==> config.mk <==
export PLATFORM = sky130hd
export DESIGN_NAME = serial_subtractor
export DESIGN_NICKNAME = d
export VERILOG_FILES = /design/src/rtl/serial_subtractor.sv
export SDC_FILE = /design/constraint.sdc
export NUM_CORES = 1
export LEC_CHECK = 0
export CAP_MARGIN = 20
export CORE_MARGIN = 5
export CORE_UTILIZATION = 55
export CTS_CLUSTER_DIAMETER = 150
export DETAILED_ROUTE_END_ITERATION = 6
export DONT_BUFFER_PORTS = 1
export PLACE_DENSITY_LB_ADDON = 0.3
export SLEW_MARGIN = 15
export SYNTH_ARGS = -nofsm -noshare
export SYNTH_HDL_FRONTEND = slang
export SYNTH_SLANG_ARGS = --single-unit
==> constraint.sdc <==
create_clock -name clk -period 1.4 [get_ports clk]
set_input_delay 0.28 -clock clk [delete_from_list [all_inputs] [get_ports clk]]
set_output_delay 0.28 -clock clk [all_outputs]
set_load 0.02 [all_outputs]
==> src/rtl/serial_subtractor.sv <==
// serial_subtractor
//   Bit-serial subtractor: Diff = (A - B - Bin) mod 2^WIDTH, LSB first,
//   one bit per clock through a single full-adder cell. B is inverted and
//   the carry is seeded with ~Bin, so the final carry-out is ~borrow.
//
// Ports
//   clk   : rising-edge clock
//   rst   : synchronous, active-high reset
//   start : request an operation (accepted only while ready=1)
//   A, B  : minuend / subtrahend, sampled on accept
//   Bin   : borrow-in, sampled on accept
//   ready : high in IDLE
//   Diff  : result, updated only on completion
//   Bout  : borrow-out (A < B + Bin, unsigned), updated with Diff
//   done  : one-cycle pulse when Diff/Bout become valid
module serial_subtractor #(
    parameter int WIDTH = 4
) (
    input  logic             clk,
    input  logic             rst,
    input  logic             start,
    input  logic [WIDTH-1:0] A,
    input  logic [WIDTH-1:0] B,
    input  logic             Bin,
    output logic             ready,
    output logic [WIDTH-1:0] Diff,
    output logic             Bout,
    output logic             done
);
    localparam int CNT_W = $clog2(WIDTH + 1);

    typedef enum logic [1:0] {IDLE, SHIFT, DONE} state_t;

    state_t           state;
    logic [WIDTH-1:0] a_sh;
    logic [WIDTH-1:0] b_sh;
    // Only the upper WIDTH-1 bits of the result shifter are kept: the
    // lowest position would only ever be shifted out on the final step.
    logic [WIDTH-2:0] r_sh;
    logic             carry;
    logic [CNT_W-1:0] cnt;

    logic             nb;
    logic             d;
    logic             carry_next;
    logic [WIDTH-1:0] r_next;

    // Full-adder cell on a + ~b + carry
    assign nb         = ~b_sh[0];
    assign d          = a_sh[0] ^ nb ^ carry;
    assign carry_next = (a_sh[0] & nb) | (nb & carry) | (a_sh[0] & carry);
    assign r_next     = {d, r_sh};

    always_ff @(posedge clk) begin
        if (rst) begin
            state <= IDLE;
            a_sh  <= '0;
            b_sh  <= '0;
            r_sh  <= '0;
            carry <= 1'b0;
            cnt   <= '0;
            ready <= 1'b1;
            done  <= 1'b0;
            Diff  <= '0;
            Bout  <= 1'b0;
        end else begin
            case (state)
                IDLE: begin
                    done <= 1'b0;
                    if (start) begin
                        a_sh  <= A;
                        b_sh  <= B;
                        carry <= ~Bin;
                        cnt   <= '0;
                        r_sh  <= '0;
                        ready <= 1'b0;
                        state <= SHIFT;
                    end
                end
                SHIFT: begin
                    carry <= carry_next;
                    r_sh  <= r_next[WIDTH-1:1];
                    a_sh  <= a_sh >> 1;
                    b_sh  <= b_sh >> 1;
                    cnt   <= cnt + 1'b1;
                    if (cnt == CNT_W'(WIDTH - 1)) begin
                        Diff  <= r_next;
                        Bout  <= ~carry_next;
                        done  <= 1'b1;
                        state <= DONE;
                    end
                end
                DONE: begin
                    // start is deliberately not looked at here
                    done  <= 1'b0;
                    ready <= 1'b1;
                    state <= IDLE;
                end
                default: begin
                    state <= IDLE;
                    ready <= 1'b1;
                    done  <= 1'b0;
                end
            endcase
        end
    end
endmodule

==> results.sh, run 1 <==
export IMPL_status="finished clean"
export IMPL_ys_warnings_count=0
export IMPL_area_growth_pct=6.28
export IMPL_multiInputGateArea_sq_um=503
export IMPL_worstSetupPathType="reg -> reg"
export IMPL_rsz0062_at_grt="false"
export IMPL_final_hold_viol_count=0
export IMPL_grt_pass1_wl_mm=2.90
export IMPL_synth_cell_types=31
export IMPL_r2r_slack_ns=0.12
export IMPL_final_util_pct=62.4
export IMPL_slowest_stage="dfxtp_1"
export IMPL_rr_startpoint="cnt[0]"
export IMPL_critPathCaptureType="flip-flop"
export IMPL_start_util_pct=58.7
export IMPL_worst_path_buf_inv=0
export IMPL_hold_start="rst"
export IMPL_clk_latency_ns=0.30
export IMPL_antenna_found_initial=0
export IMPL_synth_nets=116
export IMPL_io_pin_count=19
export IMPL_place_area_sq_um=1040
export IMPL_hold_path_class="in -> reg"
export IMPL_path_delay_family="adder cells"
export IMPL_fin_tns_setup_ns=0
export IMPL_core_area_sq_um=1760
export IMPL_finalClockSkew_ns=0.00102
export IMPL_drtPass1Iterations=4
export IMPL_dp_hpwl_mm=1.30
export IMPL_syn_area_per_cell_sq_um=10.3
export IMPL_syn_instance_count=101
export IMPL_synth_seq_cells=24
export IMPL_stdcell_area_sq_um=1100
export IMPL_max_stage_delay_ns=0.37
export IMPL_cp_max_fo=10
export IMPL_wl_per_cell_microns=14.3
export IMPL_slew_violations=0
export IMPL_seq_area_sq_um=480
export IMPL_dieHeight_microns=53.4
export IMPL_place_gp_congestion=0.751
export IMPL_tritoncts="yes"
export IMPL_setup_viol=0
export IMPL_cp_required_ns=1.61
export IMPL_cts_buffer_depth=2
export IMPL_die_w_microns=53.4
export IMPL_max_slew_margin_pct=72.6
export IMPL_drive_gt1_share_pct=19.2
export IMPL_start_kind="flip-flop"
export IMPL_drt_wl_total_mm=1.85
export IMPL_num_antenna_cells=0
export IMPL_finalNetCount=120
export IMPL_synth_top_area_share_pct=46.4
export IMPL_power_density_cell_area_nw_per_um2=1140
export IMPL_holdPathEnd="Diff[1]"
export IMPL_fillers=163
export IMPL_grt_pass1_vias=692
export IMPL_post_cts_buffers=0
export IMPL_maxCapViolations=0
export IMPL_numCtsBuffers=3
export IMPL_drt_iter0_markers=17
export IMPL_gr_total_overflow=0
export IMPL_htree_num_levels=1
export IMPL_avgViaCountPerCell=5.67
export IMPL_timing_rr_end="Diff[3]"
export IMPL_fp_dieArea_sq_um=2850
export IMPL_grt_use_total_pct=13.9
export IMPL_cts_sink_count=24
export IMPL_finalWorstSetupSlack_ns=0.115
export IMPL_antenna_left=0
export IMPL_finalCriticalPeriod_ns=1.28
export IMPL_critPathArrivalTime_ns=1.49
export IMPL_clk_pin_slew_ns=0.12
export IMPL_synth_largest_area_cell="dfxtp_1"
export IMPL_portBuffers=0
export IMPL_rows=15
export IMPL_synth_area_sq_um=1040
export IMPL_holdPathStages=1
export IMPL_ff2ff_path_depth=5
export IMPL_p_leak_nw=0.398
export IMPL_dr_total_vias=731
export IMPL_period_share_pct=91.8
export IMPL_max_freq_mhz=778
export IMPL_seq_area_frac_synth_pct=46.4
export IMPL_cp_cell_sequence="ha_1 -> ha_2 -> nand3b_1 -> nand2_1 -> a21oi_1"
export IMPL_drc=0
export IMPL_clockRootBuffer="clkbuf_4"
export IMPL_tightestPinTransition_ns=0.411
export IMPL_ir_worst_vdd_mv=0.762
export IMPL_dp_slack_ns=0.0427
export IMPL_grt_max_degree=25
export IMPL_synth_top_cells_by_area="dfxtp_1, a211oi_2, mux2i_1"
registers in the layout, summed over array words and instances (netlist names):
signal	count
carry	1
Diff	4
r_sh	3
a_sh	4
b_sh	4
Bout	1
done	1
state	2
cnt	3
ready	1
power by group:
group / internal, W / leakage, nW / switching (W)
clock: 0.000159 / 0.0210 / 0.000188
sequential: 0.000716 / 0.196 / 0.0000280
combinational: 0.0000768 / 0.181 / 0.0000827
what timing repair did:
item | CTS | global route
hold buffers | 0 | 2
gates resized for setup | 0 | 1
endpoints found under the hold margin | 0 | 7
endpoints found under the setup margin | 0 | 5
metal layers:
layer | vias up | wire length, microns | GRT usage, %
met3 | 6 | 103 | 3.94
li1 | 361 | - | -
met1 | 339 | 860 | 16.8
met2 | 25 | 861 | 23.1
met4 | 0 | 24 | 5.11
met5 | - | 0 | 0
cells in the final DEF, fill, tap and decap left out, drive strengths merged:
cell type    count
or2b             1
fa               1
nor2b            1
a21oi            6
buf              3
ha               2
nor2            16
o21bai           1
nand3b           1
a311oi           1
clkbuf           4
nand2b           2
mux2i            7
o21ba            1
nand3            4
inv              2
a211oi           7
and2             1
o21ai            1
dfxtp           24
nor3b            2
a211o            1
dlygate4sd3      2
nand2            5
a22oi            6
nor3             1
a2bb2oi          1
synthesized netlist by cell type:
master     number
a211oi_1        1
a22oi_1         6
nor2b_2         1
a2bb2oi_1       1
buf_8           1
nand3b_1        1
o21ba_4         1
o21bai_2        1
nor3b_1         2
nor3_1          1
nor2_1         13
buf_6           1
ha_1            2
a21oi_1         6
clkbuf_1        1
a211oi_2        6
nor2_2          3
a311oi_1        1
mux2i_1         7
nand3_1         4
o21ai_1         1
buf_4           1
inv_1           2
nand2b_1        2
or2b_1          1
nand2_1         5
fa_1            1
buf_2           2
dfxtp_1        24
a211o_1         1
and2_1          1
layout make-up:
class                      count  share of cell area (%)
tap                           25                    2.84
timing repair buffer           5                    3.86
inverter                       2                   0.682
multi-input combinational     69                    45.7
clock buffer                   4                    3.30
sequential                    24                    43.6
worst reg2reg max path, delay by kind of cell (launching register included):
kind | cells | cell delay [ns]
DFF | 1 | 0.37
and+or+nand+nor | 2 | 0.30
adders and majority gates | 2 | 0.44
AOI/OAI and AO/OA | 1 | 0.07
worst max-delay path by stage:
stage / cells past startpoint / slack [ns] / end / start
finish: 5 / 0.12 / Diff[3] / cnt[0]
global route: 5 / 0.02 / Diff[3] / cnt[0]
CTS: 5 / 0.02 / Diff[3] / cnt[0]
detailed placement: 5 / 0.04 / Diff[3] / cnt[0]
global placement: 5 / 0.06 / Diff[2] / cnt[0]
floorplan: 5 / 0.18 / state[0] / cnt[0]
per-stage QoR:
stage | cells | hold WS, ns | power, W
global placement | 123 | 0.349 | 0.000903
global route | 129 | 0.00333 | 0.00132
detailed placement | 123 | 0.350 | 0.000910
finish | 129 | 0.0259 | 0.00125
floorplan | 101 | 0.352 | 0.000896
CTS | 127 | 0.00778 | 0.00126
cell families after synthesis:
kind of cell	after synthesis	share of synthesized area, %
compound gates	25	20.9
fa+ha+maj	3	4.35
flops	24	46.4
buf+inv	8	5.31
simple gates	34	16.3
mux	7	6.76
Note: power is estimated with default switching activity, not from simulation.
==> run 2: changes to the inputs <==
--- a/config.mk
+++ b/config.mk
@@ -11,6 +11,7 @@
 export CTS_CLUSTER_DIAMETER = 150
 export DETAILED_ROUTE_END_ITERATION = 6
 export DONT_BUFFER_PORTS = 1
+export HOLD_SLACK_MARGIN = 0.02
 export PLACE_DENSITY_LB_ADDON = 0.3
 export SLEW_MARGIN = 15
 export SYNTH_ARGS = -nofsm -noshare
==> constraint.sdc (replaced) <==
create_clock -name clk -period 1.3 [get_ports clk]
set_input_delay 0.26 -clock clk [delete_from_list [all_inputs] [get_ports clk]]
set_output_delay 0.26 -clock clk [all_outputs]
set_load 0.02 [all_outputs]
==> run 2 against run 1 <==
The run now ends with negative hold slack left. Flip-flop and latch count stayed put. Total power grew 8.8%. Fmax grew 4.8%. Die area unchanged. Non-clock buffer count down 1. Via count is 1.5% lower. Combinational power up 6%. Setup slack lost 0.042 ns. Global-route usage up 1.1 points.
==> results.sh, run 2 (synthesis results as in run 1) <==
export IMPL_die_w_microns=53.4
export IMPL_critPathArrivalTime_ns=1.48
export IMPL_finalWorstSetupSlack_ns=0.0736
export IMPL_drt_iter0_markers=8
export IMPL_io_pin_count=19
export IMPL_rows=15
export IMPL_dp_slack_ns=0.0179
export IMPL_period_share_pct=94.3
export IMPL_reg_largest_list="Diff x4, a_sh x4, b_sh x4"
export IMPL_worstSetupPathType="reg -> reg"
export IMPL_clockRootBuffer="clkbuf_4"
export IMPL_cts_sink_count=24
export IMPL_tritoncts="yes"
export IMPL_clk_pin_slew_ns=0.13
export IMPL_critPathCaptureType="flip-flop"
export IMPL_num_antenna_cells=0
export IMPL_drive_gt1_share_pct=31.1
export IMPL_failed_checks="negative hold slack"
export IMPL_dp_hpwl_mm=1.32
export IMPL_grt_pass1_vias=721
export IMPL_grt_pass1_wl_mm=3.10
export IMPL_wl_per_cell_microns=14.6
export IMPL_clk_latency_ns=0.31
export IMPL_most_common_layout_cells="dfxtp_1, nor2_1, mux2i_1, a211oi_2, a22oi_1"
export IMPL_drt_wl_total_mm=1.87
export IMPL_p_leak_nw=0.396
export IMPL_cts_buffer_depth=2
export IMPL_fin_tns_setup_ns=0
export IMPL_max_freq_mhz=815
export IMPL_slew_violations=0
export IMPL_dr_total_vias=720
export IMPL_grt_use_total_pct=15.0
export IMPL_htree_num_levels=1
export IMPL_grt_max_degree=25
export IMPL_gr_total_overflow=0
export IMPL_crit_start="b_sh[0]"
export IMPL_post_cts_buffers=0
export IMPL_ir_worst_vdd_mv=0.747
export IMPL_finalCriticalPeriod_ns=1.23
export IMPL_dieHeight_microns=53.4
export IMPL_antenna_found_initial=0
export IMPL_rsz0062_at_grt="true"
export IMPL_area_growth_pct=9.06
export IMPL_final_hold_viol_count=5
export IMPL_hold_path_class="in -> reg"
export IMPL_rr_startpoint="b_sh[0]"
export IMPL_status="complete, but fails checks"
export IMPL_max_slew_margin_pct=73.2
export IMPL_core_area_sq_um=1760
export IMPL_cp_max_fo=2
export IMPL_cp_required_ns=1.56
export IMPL_drc=0
export IMPL_setup_viol=0
export IMPL_numCtsBuffers=3
export IMPL_place_gp_congestion=0.744
export IMPL_layout_commonest_cell="dfxtp_1"
export IMPL_maxCapViolations=0
export IMPL_start_kind="flip-flop"
export IMPL_tightestPinTransition_ns=0.402
export IMPL_avgViaCountPerCell=5.63
export IMPL_power_density_cell_area_nw_per_um2=1200
export IMPL_antenna_left=0
export IMPL_portBuffers=0
export IMPL_fp_dieArea_sq_um=2850
export IMPL_hold_start="rst"
export IMPL_whs_ns=-0.0127
export IMPL_drtPass1Iterations=3
export IMPL_finalNetCount=119
export IMPL_finalClockSkew_ns=0.00183
export IMPL_start_util_pct=58.7
[run 2: final cells by class]
class	count	area, sq um
Timing Repair Buffer	4	30.0
Sequential cell	24	485
Tap cell	25	31.3
Multi-Input combinational cell	69	539
Fill cell	158	634
Clock buffer	4	36.3
Inverter	2	7.51
[run 2: power by group]
group / internal [W] / leakage (nW) / switching, W
Combinational: 0.0000831 / 0.178 / 0.0000855
Clock: 0.000171 / 0.0210 / 0.000216
Sequential: 0.000774 / 0.197 / 0.0000310
[run 2: critical path, cell delays in order (launching register included)]
cell,delay (ns)
dfxtp_2,0.35
inv_1,0.05
fa_2,0.56
nand3_2,0.08
a21oi_2,0.14
[run 2: timing repair]
item | in CTS | in global routing
resized for setup | 1 | 12
hold endpoints to repair | 23 | 23
pin swaps | 1 | 4
gates cloned | 0 | 0
setup endpoints to repair | 1 | 4
[run 2: path summary, 6_finish.rpt]
| check | cells after the start | to | slack [ns] |
|---|---|---|---|
| hold / removal | 1 | state[0] | -0.01 |
| hold reg to reg | 2 | Diff[0] | 0.49 |
| setup / recovery | 4 | Diff[3] | 0.07 |
| setup reg to reg | 4 | Diff[3] | 0.07 |
[run 2: per-layer routing]
layer / share of wire, % / up-vias / GRT usage (%)
li1: - / 362 / -
met1: 45 / 341 / 17.6
met2: 48 / 15 / 25.9
met3: 6.3 / 2 / 6.76
met4: 0.48 / 0 / 1.28
met5: 0 / - / 0
[run 2: per-stage QoR]
stage	std cells	utilization, %	power [W]	hold WS, ns	area (sq um)
CTS	128	61.7	0.00136	-0.0126	1090
floorplan	101	-	0.000965	0.332	1040
global route	128	64.0	0.00143	-0.0449	1130
detailed placement	124	59.5	0.000978	0.330	1050
global placement	124	59.5	0.000972	0.328	1050
finish	128	64.0	0.00136	-0.0127	1130
==> run 3: changes to the inputs <==
--- a/config.mk
+++ b/config.mk
@@ -13,6 +13,7 @@
 export DONT_BUFFER_PORTS = 1
 export HOLD_SLACK_MARGIN = 0.02
 export PLACE_DENSITY_LB_ADDON = 0.3
+export RECOVER_POWER = 50
 export SLEW_MARGIN = 15
 export SYNTH_ARGS = -nofsm -noshare
 export SYNTH_HDL_FRONTEND = slang
==> run 3 against run 2 <==
The flow still finishes with violations (negative hold slack). Wire length unchanged. Total power about the same. Sequential power about the same. Fmax unchanged. Setup slack unchanged. Register-to-register slack about the same. First-iteration DRC count unchanged. Flip-flop and latch count unchanged. Clock power about the same. Clock-buffer cell count unchanged. Largest power group unchanged. Highest routed layer unchanged.
==> results.sh, run 3 (synthesis results as in run 1) <==
export IMPL_ir_worst_vdd_mv=0.747
export IMPL_htree_num_levels=1
export IMPL_crit_start="b_sh[0]"
export IMPL_period_share_pct=94.3
export IMPL_grt_max_degree=25
export IMPL_drtPass1Iterations=3
export IMPL_cts_buffer_depth=2
export IMPL_timing_rr_end="Diff[3]"
export IMPL_avgViaCountPerCell=5.63
export IMPL_area_growth_pct=8.94
export IMPL_portBuffers=0
export IMPL_layout_cells_non_filler=128
export IMPL_hold_path_class="in -> reg"
export IMPL_gr_total_overflow=0
export IMPL_clockRootBuffer="clkbuf_4"
export IMPL_whs_ns=-0.00583
export IMPL_clk_latency_ns=0.31
export IMPL_critPathCaptureType="flip-flop"
export IMPL_cp_required_ns=1.56
export IMPL_drive_gt1_share_pct=30.1
export IMPL_rr_startpoint="b_sh[0]"
export IMPL_fp_dieArea_sq_um=2850
export IMPL_num_antenna_cells=0
export IMPL_critPathCapture="Diff[3]"
export IMPL_failed_checks="negative hold slack"
export IMPL_status="complete, but fails checks"
export IMPL_tritoncts="yes"
export IMPL_slew_violations=0
export IMPL_ff2ff_path_depth=4
export IMPL_dr_total_vias=720
export IMPL_crit_cells=4
export IMPL_max_slew_margin_pct=73.2
export IMPL_antenna_found_initial=0
export IMPL_finalCriticalPeriod_ns=1.23
export IMPL_worst_path_buf_inv=1
export IMPL_start_util_pct=58.7
export IMPL_io_pin_count=19
export IMPL_start_kind="flip-flop"
export IMPL_rsz0062_at_grt="true"
export IMPL_drt_wl_total_mm=1.87
export IMPL_cp_cell_sequence="inv_1 -> fa_2 -> nand3_2 -> a21oi_2"
export IMPL_grt_pass1_vias=721
export IMPL_die_w_microns=53.4
export IMPL_clk_pin_slew_ns=0.13
export IMPL_antenna_left=0
export IMPL_power_density_cell_area_nw_per_um2=1200
export IMPL_cts_sink_count=24
export IMPL_grt_pass1_wl_mm=3.10
export IMPL_p_leak_nw=0.396
export IMPL_most_common_layout_cells="dfxtp_1, nor2_1, mux2i_1, a211oi_2, a22oi_1"
export IMPL_max_freq_mhz=815
export IMPL_dp_hpwl_mm=1.32
export IMPL_drc=0
export IMPL_grt_use_total_pct=15.0
export IMPL_cp_max_fo=2
export IMPL_placed_cells=124
export IMPL_tightestPinTransition_ns=0.402
export IMPL_dieHeight_microns=53.4
export IMPL_maxCapViolations=0
export IMPL_place_gp_congestion=0.744
export IMPL_r2r_slack_ns=0.07
export IMPL_wl_per_cell_microns=14.6
export IMPL_finalNetCount=119
export IMPL_core_area_sq_um=1760
export IMPL_reg_largest_list="Diff x4, a_sh x4, b_sh x4"
export IMPL_worstSetupPathType="reg -> reg"
export IMPL_finalClockSkew_ns=0.00183
export IMPL_fin_tns_setup_ns=0
export IMPL_setup_viol=0
export IMPL_rows=15
export IMPL_max_stage_delay_ns=0.56
export IMPL_critPathArrivalTime_ns=1.48
export IMPL_drt_iter0_markers=8
export IMPL_slowest_stage="fa_2"
export IMPL_numCtsBuffers=3
export IMPL_layout_commonest_cell="dfxtp_1"
export IMPL_path_delay_family="adder cells"
export IMPL_final_hold_viol_count=5
run 3: changes by cell type in the layout (fill, tap and decap cells not counted):
cell,change
dfxtp_1,+1
dfxtp_2,-1
run 3: timing repair:
action,in CTS,in global routing
setup endpoints to repair,1,4
setup buffers,0,0
gates resized for setup,1,12
pin swaps,1,4
endpoints found under the hold margin,23,23
run 3: area by class of cell:
class                      count  area, sq um
clock buffer                   4         36.3
fill                         157          636
inverter                       2         7.51
multi-input combinational     69          539
sequential                    24          484
tap                           25         31.3
timing repair buffer           4         30.0
run 3: where the power goes:
part,leakage [nW],internal [W],switching (W)
Combinational,0.178,0.0000829,0.0000855
Clock,0.0210,0.000171,0.000216
Sequential,0.197,0.000773,0.0000310
run 3: layer usage:
layer  track usage, %  share of wire, %
met2             25.9                48
met5                0                 0
met3             6.76               6.3
met1             17.6                45
met4             1.28              0.48
run 3: per-stage QoR:
step	setup slack, ns	power, W	hold slack [ns]	area (sq um)	utilization [%]
final	0.0736	0.00136	-0.00583	1130	64.0
after global routing	0.000719	0.00143	-0.0449	1130	64.0
after CTS	0.0223	0.00136	-0.0126	1090	61.7
after detailed placement	0.0179	0.000978	0.330	1050	59.5
after global placement	0.0702	0.000972	0.328	1050	59.5
after floorplan	0.0770	0.000965	0.332	1040	-
run 3: how the worst min path moves through the flow:
| stage | from | to | slack, ns | cells past startpoint |
|---|---|---|---|---|
| 2_1_floorplan | rst | Bout | 0.33 | 1 |
| 3_3_place_gp | rst | b_sh[2] | 0.33 | 1 |
| 3_5_place_dp | rst | b_sh[2] | 0.33 | 1 |
| 4_1_cts | rst | a_sh[2] | -0.01 | 1 |
| 5_1_grt | rst | a_sh[0] | -0.04 | 1 |
| 6_report | rst | b_sh[0] | -0.006 | 1 |
